==> src/rtl/haze_pass_sequencer_pkg.sv <==
// ---------------------------------------------------------------------------
// haze_pkg
// Shared definitions for the haze two-pass sequencer slice: sequencer state
// encoding, default frame geometry and the counter-width helper.
// ---------------------------------------------------------------------------
package haze_pkg;

  localparam int HAZE_IMG_WIDTH  = 512;
  localparam int HAZE_IMG_HEIGHT = 512;

  typedef enum logic [2:0] {
    IDLE     = 3'd0,
    PASS1    = 3'd1,
    ALE_WAIT = 3'd2,
    PASS2    = 3'd3,
    DRAIN    = 3'd4,
    DONE     = 3'd5
  } seq_state_t;

  // Width of a counter that must hold values 0..max_val with one spare bit.
  function automatic int cnt_width(input int max_val);
    return $clog2(max_val) + 1;
  endfunction

endpackage

==> src/rtl/haze_pass_sequencer_if.sv <==
// ---------------------------------------------------------------------------
// haze_pass_sequencer_if
// Groups the pixel stream, datapath strobe and output-monitor signals.
//   master : the sequencer's view (drives TREADY, core_* strobes, M TLAST)
//   slave  : the environment/datapath view (drives TVALID/TLAST, core_ready,
//            ale_done and the monitored M_AXIS handshake)
// ---------------------------------------------------------------------------
interface haze_pass_sequencer_if;

  logic S_AXIS_TVALID;
  logic S_AXIS_TLAST;
  logic S_AXIS_TREADY;
  logic core_ready;
  logic core_valid;
  logic core_pass;
  logic core_sof;
  logic core_eol;
  logic core_eof;
  logic ale_done;
  logic M_AXIS_TVALID;
  logic M_AXIS_TREADY;
  logic M_AXIS_TLAST;

  modport master (
    input  S_AXIS_TVALID, S_AXIS_TLAST, core_ready, ale_done,
           M_AXIS_TVALID, M_AXIS_TREADY,
    output S_AXIS_TREADY, core_valid, core_pass, core_sof, core_eol,
           core_eof, M_AXIS_TLAST
  );

  modport slave (
    output S_AXIS_TVALID, S_AXIS_TLAST, core_ready, ale_done,
           M_AXIS_TVALID, M_AXIS_TREADY,
    input  S_AXIS_TREADY, core_valid, core_pass, core_sof, core_eol,
           core_eof, M_AXIS_TLAST
  );

endinterface

==> src/rtl/haze_xy_counter.sv <==
// ---------------------------------------------------------------------------
// haze_xy_counter
// Raster position of the next input pixel with wrap at end of line/frame.
// Ports:
//   ACLK, ARESET : clock, synchronous active-high reset
//   clr          : return to (0,0) (frame start)
//   inc          : one pixel accepted; advance raster position
//   sof/eol/eof  : current position is first pixel / last of line / last of frame
// ---------------------------------------------------------------------------
module haze_xy_counter
  import haze_pkg::*;
#(
  parameter int IMG_WIDTH  = HAZE_IMG_WIDTH,
  parameter int IMG_HEIGHT = HAZE_IMG_HEIGHT
) (
  input  logic ACLK,
  input  logic ARESET,
  input  logic clr,
  input  logic inc,
  output logic sof,
  output logic eol,
  output logic eof
);

  localparam int XW = cnt_width(IMG_WIDTH - 1);
  localparam int YW = cnt_width(IMG_HEIGHT - 1);

  logic [XW-1:0] x_r;
  logic [YW-1:0] y_r;
  logic          eol_s;
  logic          eof_s;

  assign eol_s = (x_r == XW'(IMG_WIDTH - 1));
  assign eof_s = eol_s && (y_r == YW'(IMG_HEIGHT - 1));

  // Position register: cleared at frame start, advanced per accepted pixel.
  always_ff @(posedge ACLK) begin
    if (ARESET || clr) begin
      x_r <= {XW{1'b0}};
      y_r <= {YW{1'b0}};
    end else if (inc) begin
      if (eol_s) begin
        x_r <= {XW{1'b0}};
        y_r <= eof_s ? {YW{1'b0}} : (y_r + YW'(1));
      end else begin
        x_r <= x_r + XW'(1);
      end
    end
  end

  assign sof = (x_r == {XW{1'b0}}) && (y_r == {YW{1'b0}});
  assign eol = eol_s;
  assign eof = eof_s;

endmodule

==> src/rtl/haze_pass_sequencer.sv <==
// ---------------------------------------------------------------------------
// haze_pass_sequencer
// Runs each frame through the datapath twice: an ALE pass, a wait for the
// ALE result, then a TE/SRSC pass, after which it waits for the full frame
// to leave on the monitored output stream before reporting completion.
// Ports:
//   ACLK, ARESET            : clock, synchronous active-high reset
//   enable                  : run enable; low freezes all state
//   start                   : frame start request (used only when idle)
//   bus (master)            : pixel stream, datapath strobes, output monitor
//   busy, frame_done        : not idle; one-cycle completion pulse
//   err_tlast               : sticky input TLAST/frame-end disagreement
// ---------------------------------------------------------------------------
module haze_pass_sequencer
  import haze_pkg::*;
#(
  parameter int IMG_WIDTH  = HAZE_IMG_WIDTH,
  parameter int IMG_HEIGHT = HAZE_IMG_HEIGHT
) (
  input  logic                   ACLK,
  input  logic                   ARESET,
  input  logic                   enable,
  input  logic                   start,
  haze_pass_sequencer_if.master  bus,
  output logic                   busy,
  output logic                   frame_done,
  output logic                   err_tlast
);

  localparam int NPIX = IMG_WIDTH * IMG_HEIGHT;
  localparam int OW   = cnt_width(NPIX);

  seq_state_t    state_r;
  seq_state_t    state_nxt_s;
  logic [OW-1:0] out_cnt_r;
  logic          err_tlast_r;
  logic          in_pass_s;
  logic          out_phase_s;
  logic          tready_s;
  logic          beat_s;
  logic          out_beat_s;
  logic          start_frame_s;
  logic          sof_s;
  logic          eol_s;
  logic          eof_s;

  assign in_pass_s     = (state_r == PASS1) || (state_r == PASS2);
  assign out_phase_s   = (state_r == PASS2) || (state_r == DRAIN);
  // Reset gating keeps every combinational output low while ARESET is held.
  assign tready_s      = !ARESET && enable && bus.core_ready && in_pass_s;
  assign beat_s        = tready_s && bus.S_AXIS_TVALID;
  assign start_frame_s = enable && (state_r == IDLE) && start;
  // Saturate at a full frame so a stray extra beat cannot wrap the count.
  assign out_beat_s    = bus.M_AXIS_TVALID && bus.M_AXIS_TREADY && out_phase_s &&
                         (out_cnt_r != OW'(NPIX));

  haze_xy_counter #(
    .IMG_WIDTH  (IMG_WIDTH),
    .IMG_HEIGHT (IMG_HEIGHT)
  ) u_xy (
    .ACLK   (ACLK),
    .ARESET (ARESET),
    .clr    (start_frame_s),
    .inc    (beat_s),
    .sof    (sof_s),
    .eol    (eol_s),
    .eof    (eof_s)
  );

  // Next-state logic for the two-pass frame sequence.
  always_comb begin
    state_nxt_s = state_r;
    case (state_r)
      IDLE:     if (start)                         state_nxt_s = PASS1;
                else                               state_nxt_s = IDLE;
      PASS1:    if (beat_s && eof_s)               state_nxt_s = ALE_WAIT;
                else                               state_nxt_s = PASS1;
      ALE_WAIT: if (bus.ale_done)                  state_nxt_s = PASS2;
                else                               state_nxt_s = ALE_WAIT;
      PASS2:    if (beat_s && eof_s)               state_nxt_s = DRAIN;
                else                               state_nxt_s = PASS2;
      DRAIN:    if (out_cnt_r == OW'(NPIX))        state_nxt_s = DONE;
                else                               state_nxt_s = DRAIN;
      DONE:                                        state_nxt_s = IDLE;
      default:                                     state_nxt_s = IDLE;
    endcase
  end

  // State, output-beat counter and sticky TLAST error; all frozen when disabled.
  always_ff @(posedge ACLK) begin
    if (ARESET) begin
      state_r     <= IDLE;
      out_cnt_r   <= {OW{1'b0}};
      err_tlast_r <= 1'b0;
    end else if (enable) begin
      state_r <= state_nxt_s;
      if (start_frame_s) begin
        out_cnt_r   <= {OW{1'b0}};
        err_tlast_r <= 1'b0;
      end else begin
        if (out_beat_s) begin
          out_cnt_r <= out_cnt_r + OW'(1);
        end
        if (beat_s && (bus.S_AXIS_TLAST != eof_s)) begin
          err_tlast_r <= 1'b1;
        end
      end
    end
  end

  assign bus.S_AXIS_TREADY = tready_s;
  assign bus.core_valid    = beat_s;
  assign bus.core_pass     = !ARESET && out_phase_s;
  assign bus.core_sof      = beat_s && sof_s;
  assign bus.core_eol      = beat_s && eol_s;
  assign bus.core_eof      = beat_s && eof_s;
  assign bus.M_AXIS_TLAST  = !ARESET && bus.M_AXIS_TVALID && (out_cnt_r == OW'(NPIX - 1));
  assign busy              = !ARESET && (state_r != IDLE);
  assign frame_done        = !ARESET && (state_r == DONE);
  assign err_tlast         = err_tlast_r;

endmodule

==> src/flat_wrapper.sv <==
// flat-port wrapper written by rule: the top's interface ports become plain ports
module haze_pass_sequencer_flat import haze_pkg::*;
#(
  parameter int IMG_WIDTH  = HAZE_IMG_WIDTH,
  parameter int IMG_HEIGHT = HAZE_IMG_HEIGHT
)
  (ACLK, ARESET, enable, start, busy, frame_done, err_tlast, bus_S_AXIS_TVALID, bus_S_AXIS_TLAST, bus_core_ready, bus_ale_done, bus_M_AXIS_TVALID, bus_M_AXIS_TREADY, bus_S_AXIS_TREADY, bus_core_valid, bus_core_pass, bus_core_sof, bus_core_eol, bus_core_eof, bus_M_AXIS_TLAST);
  haze_pass_sequencer_if bus_i ();
  input  logic ACLK;
  input  logic ARESET;
  input  logic enable;
  input  logic start;
  output logic busy;
  output logic frame_done;
  output logic err_tlast;
  input wire logic [$bits(bus_i.S_AXIS_TVALID)-1:0] bus_S_AXIS_TVALID;
  input wire logic [$bits(bus_i.S_AXIS_TLAST)-1:0] bus_S_AXIS_TLAST;
  input wire logic [$bits(bus_i.core_ready)-1:0] bus_core_ready;
  input wire logic [$bits(bus_i.ale_done)-1:0] bus_ale_done;
  input wire logic [$bits(bus_i.M_AXIS_TVALID)-1:0] bus_M_AXIS_TVALID;
  input wire logic [$bits(bus_i.M_AXIS_TREADY)-1:0] bus_M_AXIS_TREADY;
  output wire logic [$bits(bus_i.S_AXIS_TREADY)-1:0] bus_S_AXIS_TREADY;
  output wire logic [$bits(bus_i.core_valid)-1:0] bus_core_valid;
  output wire logic [$bits(bus_i.core_pass)-1:0] bus_core_pass;
  output wire logic [$bits(bus_i.core_sof)-1:0] bus_core_sof;
  output wire logic [$bits(bus_i.core_eol)-1:0] bus_core_eol;
  output wire logic [$bits(bus_i.core_eof)-1:0] bus_core_eof;
  output wire logic [$bits(bus_i.M_AXIS_TLAST)-1:0] bus_M_AXIS_TLAST;
  assign bus_i.S_AXIS_TVALID = bus_S_AXIS_TVALID;
  assign bus_i.S_AXIS_TLAST = bus_S_AXIS_TLAST;
  assign bus_i.core_ready = bus_core_ready;
  assign bus_i.ale_done = bus_ale_done;
  assign bus_i.M_AXIS_TVALID = bus_M_AXIS_TVALID;
  assign bus_i.M_AXIS_TREADY = bus_M_AXIS_TREADY;
  assign bus_S_AXIS_TREADY = bus_i.S_AXIS_TREADY;
  assign bus_core_valid = bus_i.core_valid;
  assign bus_core_pass = bus_i.core_pass;
  assign bus_core_sof = bus_i.core_sof;
  assign bus_core_eol = bus_i.core_eol;
  assign bus_core_eof = bus_i.core_eof;
  assign bus_M_AXIS_TLAST = bus_i.M_AXIS_TLAST;
  haze_pass_sequencer #(.IMG_WIDTH(IMG_WIDTH), .IMG_HEIGHT(IMG_HEIGHT)) u_core (.ACLK(ACLK), .ARESET(ARESET), .enable(enable), .start(start), .bus(bus_i), .busy(busy), .frame_done(frame_done), .err_tlast(err_tlast));
endmodule
==> config.mk <==
export PLATFORM = sky130hd
export DESIGN_NAME = haze_pass_sequencer_flat
export DESIGN_NICKNAME = d
export VERILOG_FILES = /design/src/rtl/haze_pass_sequencer_pkg.sv /design/src/rtl/haze_pass_sequencer_if.sv /design/src/rtl/haze_xy_counter.sv /design/src/rtl/haze_pass_sequencer.sv /design/src/flat_wrapper.sv
export SDC_FILE = /design/constraint.sdc
export NUM_CORES = 1
export LEC_CHECK = 0
export BUFFER_PORTS_ARGS = -buffer_cell sky130_fd_sc_hd__buf_2
export CAP_MARGIN = 20
export CELL_PAD_IN_SITES_DETAIL_PLACEMENT = 1
export CELL_PAD_IN_SITES_GLOBAL_PLACEMENT = 2
export CORE_AREA = 2 2 71 106
export CTS_CLUSTER_SIZE = 8
export DETAILED_ROUTE_END_ITERATION = 6
export DIE_AREA = 0 0 73 108
export PLACE_DENSITY = 0.86
export SYNTH_ARGS = -nofsm -noshare
export SYNTH_HDL_FRONTEND = slang
export SYNTH_SLANG_ARGS = --single-unit
==> constraint.sdc <==
create_clock -name ACLK -period 2 [get_ports ACLK]
set_input_delay 0.3 -clock ACLK [delete_from_list [all_inputs] [get_ports ACLK]]
set_output_delay 0.3 -clock ACLK [all_outputs]
set_load 0.02 [all_outputs]
==> impl_metrics.csv <==
group,metric,value,unit
run_status,status,"complete, no violations",
finish,layout-drive-gt1-share,28.6,%
clocking,h-tree-depth,2,
synth,yosysSeqAreaShare,35.3,%
clocking,cts_tree,"yes",
synth,async_flop_share,0,%
synth,yosysUniqueCellTypes,48,
global_routing,grt_pass1_wl,11900,microns
timing,fmax,514,MHz
die,ios,20,
synth,yosysWarnings,0,
drt,wire_per_inst,17.2,microns
die,rows,37,
worst_setup_path,worstPathMaxFanout,4,
die,core,6900,sq um
timing,worstMarginPinSlew,0.355,ns
finish,fin_nets,354,
placement,place_area,2780,sq um
timing,worst_slack,0.0528,ns
synth,synthTopCellsByCount,"dfxtp_1 (43), nor2_1 (41), nand3_1 (19), xor2_1 (18), nand2_1 (16)",
timing,finalCritPeriodShare,97.4,%
drt,dr.first_iter.drc_count,70,
timing,finalHoldViolCount,0,
synth,synth-edff-count,0,
clocking,cts_root_buf,"clkbuf_8",
worst_setup_path,critical_path.cell_chain,"and4_2, nand2_1, nor4_4, buf_4",
drt,drt_wl_total,7190,microns
worst_setup_path,cpMaxStageDelayCell,"dfxtp_1",
drt,dr.pass1.iters,4,
synth,synth.top_cell.area_share,35.3,%
drt,detail-route-antenna-nets,0,
clocking,cts_num_sinks,43,
die,die-area,7880,sq um
finish,syn2layout_area_growth,22.8,%
timing,timing.hold.ws,0.292,ns
clocking,cts-buffers-inserted,5,
timing,grt_setup_unrepaired,"yes",
synth,syn_nets,309,
timing,slew_headroom,76.1,%
synth,synth.most_common_cell,"dfxtp_1",
die,initial_core_util,35.4,%
synth,yosys.area.top_type,"dfxtp_1",
worst_setup_path,start_kind,"register",
synth,postSynthAreaPerCell,8.33,sq um
finish,fillCellCount,831,
placement,hpwl,5540,microns
placement,dpl_worst_slack,0.127,ns
drt,post-route-drc-count,0,
timing,min_period,1.95,ns
drt,vias,2352,
worst_setup_path,cpLargestDelayFamily,"simple AND/OR/NAND/NOR gates",
synth,synth_area_leaders,"dfxtp_1 (35%), xor2_1 (6.5%), nor2_1 (6.3%)",
global_routing,grt_max_degree,20,
clocking,cts_buffer_depth,2,
worst_setup_path,critPathArrivalTime,1.65,ns
worst_hold_path,holdCritPathClass,"input pin to register",
timing,slew_violations,0,
worst_setup_path,path_class,"register to output pin",
finish,seq_area,891,sq um
pwr,power_leakage,1.12,nW
synth,synth-seq-cells,43,
flow_run,maxCapViolations,0,
synth,syn_area,2440,sq um
worst_setup_path,cp_num_buf_inv,1,
drt,viasPerCell,5.64,
pwr,power.density,497,nW/um^2
global_routing,grt.total_usage,19.4,%
timing,skew,0.00932,ns
die,die_x,73,microns
pwr,vdd_drop_max,0.235,mV
placement,portBuffers,19,
finish,diodes,0,
finish,multiInputGateArea,1540,sq um
global_routing,antenna_found_initial,0,
finish,layout.cells.non_filler,417,
placement,dpl.cell_count,406,
worst_setup_path,cpPeakStageDelay,0.41,ns
synth,synthFlopType,"dfxtp_1",
synth,synthCells,293,
worst_setup_path,required,1.70,ns
global_routing,grt_remaining_overflow,0,
finish,design_area,3000,sq um
worst_setup_path,end_kind,"output pin",
clocking,clk_pin_slew,0.09,ns
clocking,clk_latency,0.30,ns
die,die_h,108,microns
timing,setup_violations,0,
global_routing,grt_pass1_vias,2542,
placement,gp_congestion,0.954,
==> worst register-to-register path, delay by kind of cell (launching register included) <==
| kind | cells | cell delay [ns] |
|---|---|---|
| AND/OR/NAND/NOR | 2 | 0.90 |
| flip-flops | 1 | 0.37 |
| AO/OA/AOI/OAI | 3 | 0.37 |
| buffers and inverters | 1 | 0.18 |
==> cells in the final DEF, fill, tap and decap left out, types with 5 or more instances in the layout <==
master	synthesis	routed
nor2_1	41	41
buf_4	1	35
dfxtp_1	43	27
xor2_1	18	18
nand3_1	19	17
buf_2	2	16
nand2_1	16	15
nand4_1	13	13
dfxtp_2	0	12
a21oi_1	11	11
xnor2_1	10	10
inv_1	9	9
nor4_1	11	9
nor3_1	9	8
and3_1	7	7
o211ai_1	7	7
and4_1	6	5
clkbuf_8	0	5
==> power by group <==
| group | internal, mW | total, mW | switching (mW) |
|---|---|---|---|
| Clock | 0.240 | 0.561 | 0.322 |
| Combinational | 0.0262 | 0.0736 | 0.0474 |
| Sequential | 0.852 | 0.854 | 0.00216 |
| Total | 1.12 | 1.49 | 0.371 |
==> kinds of logic (layout without fill, tap and decap cells) <==
kind of cell	Yosys count	count (layout)	share of synthesized area, %
AOI/OAI and AO/OA	39	39	11.5
xor gates and xnor gates	28	28	10.1
adders and majority gates	6	6	3.08
buffers and inverters	23	69	4.41
DFF	43	43	35.3
muxes	2	2	0.821
and+or+nand+nor	152	152	34.8
==> routing by layer <==
| metal | vias to the layer above | global-route usage [%] | part of all wire [%] |
|---|---|---|---|
| li1 | 1151 | - | - |
| met1 | 1160 | 18.9 | 38 |
| met2 | 27 | 38.2 | 58 |
| met3 | 14 | 2.98 | 1.5 |
| met4 | 0 | 8.60 | 2.7 |
| met5 | - | 0 | 0 |
==> worst paths after layout <==
path,slack (ns),endpoint,from,cells after the start
max,0.05,bus_core_eof,u_core.u_xy.x_r[6]$_SDFFE_PP0P_,4
min,0.29,u_core.err_tlast$_SDFFE_PP0P_,bus_S_AXIS_TLAST,3
max reg2reg,0.13,u_core.out_cnt_r[16]$_SDFFE_PP0P_,u_core.state_r[0]$_SDFFE_PP0P_,6
min reg2reg,0.46,u_core.err_tlast$_SDFFE_PP0P_,u_core.err_tlast$_SDFFE_PP0P_,2
==> through the flow <==
step | TNS (ns) | utilization, % | total power [mW]
floorplan | 0 | - | 0.918
global placement | 0 | 40.3 | 0.947
detailed placement | 0 | 40.3 | 0.948
CTS | 0 | 42.2 | 1.52
global route | -0.0403 | 43.4 | 1.55
finish | 0 | 43.4 | 1.49
==> repair_timing <==
action	4_1_cts	5_1_grt
pin swaps	2	2
endpoints found under the setup margin	4	12
buffers inserted	2	1
resized for setup	16	24
hold buffers	0	0
==> cell type report <==
class | instances | area share, %
inverters | 10 | 1.25
well taps | 78 | 3.26
repair buffers | 51 | 11.4
clock inverters | 3 | 0.501
clock buffers | 5 | 2.30
flip-flops and latches | 43 | 29.7
multi-input cells | 227 | 51.5
==> sequential cells by signal, indices dropped and copies added (netlist names) <==
register and flops:
u_core.err_tlast 1, u_core.out_cnt_r 19, u_core.state_r 3, u_core.u_xy.x_r 10, u_core.u_xy.y_r 10
Power figures use the tool's default switching activity.
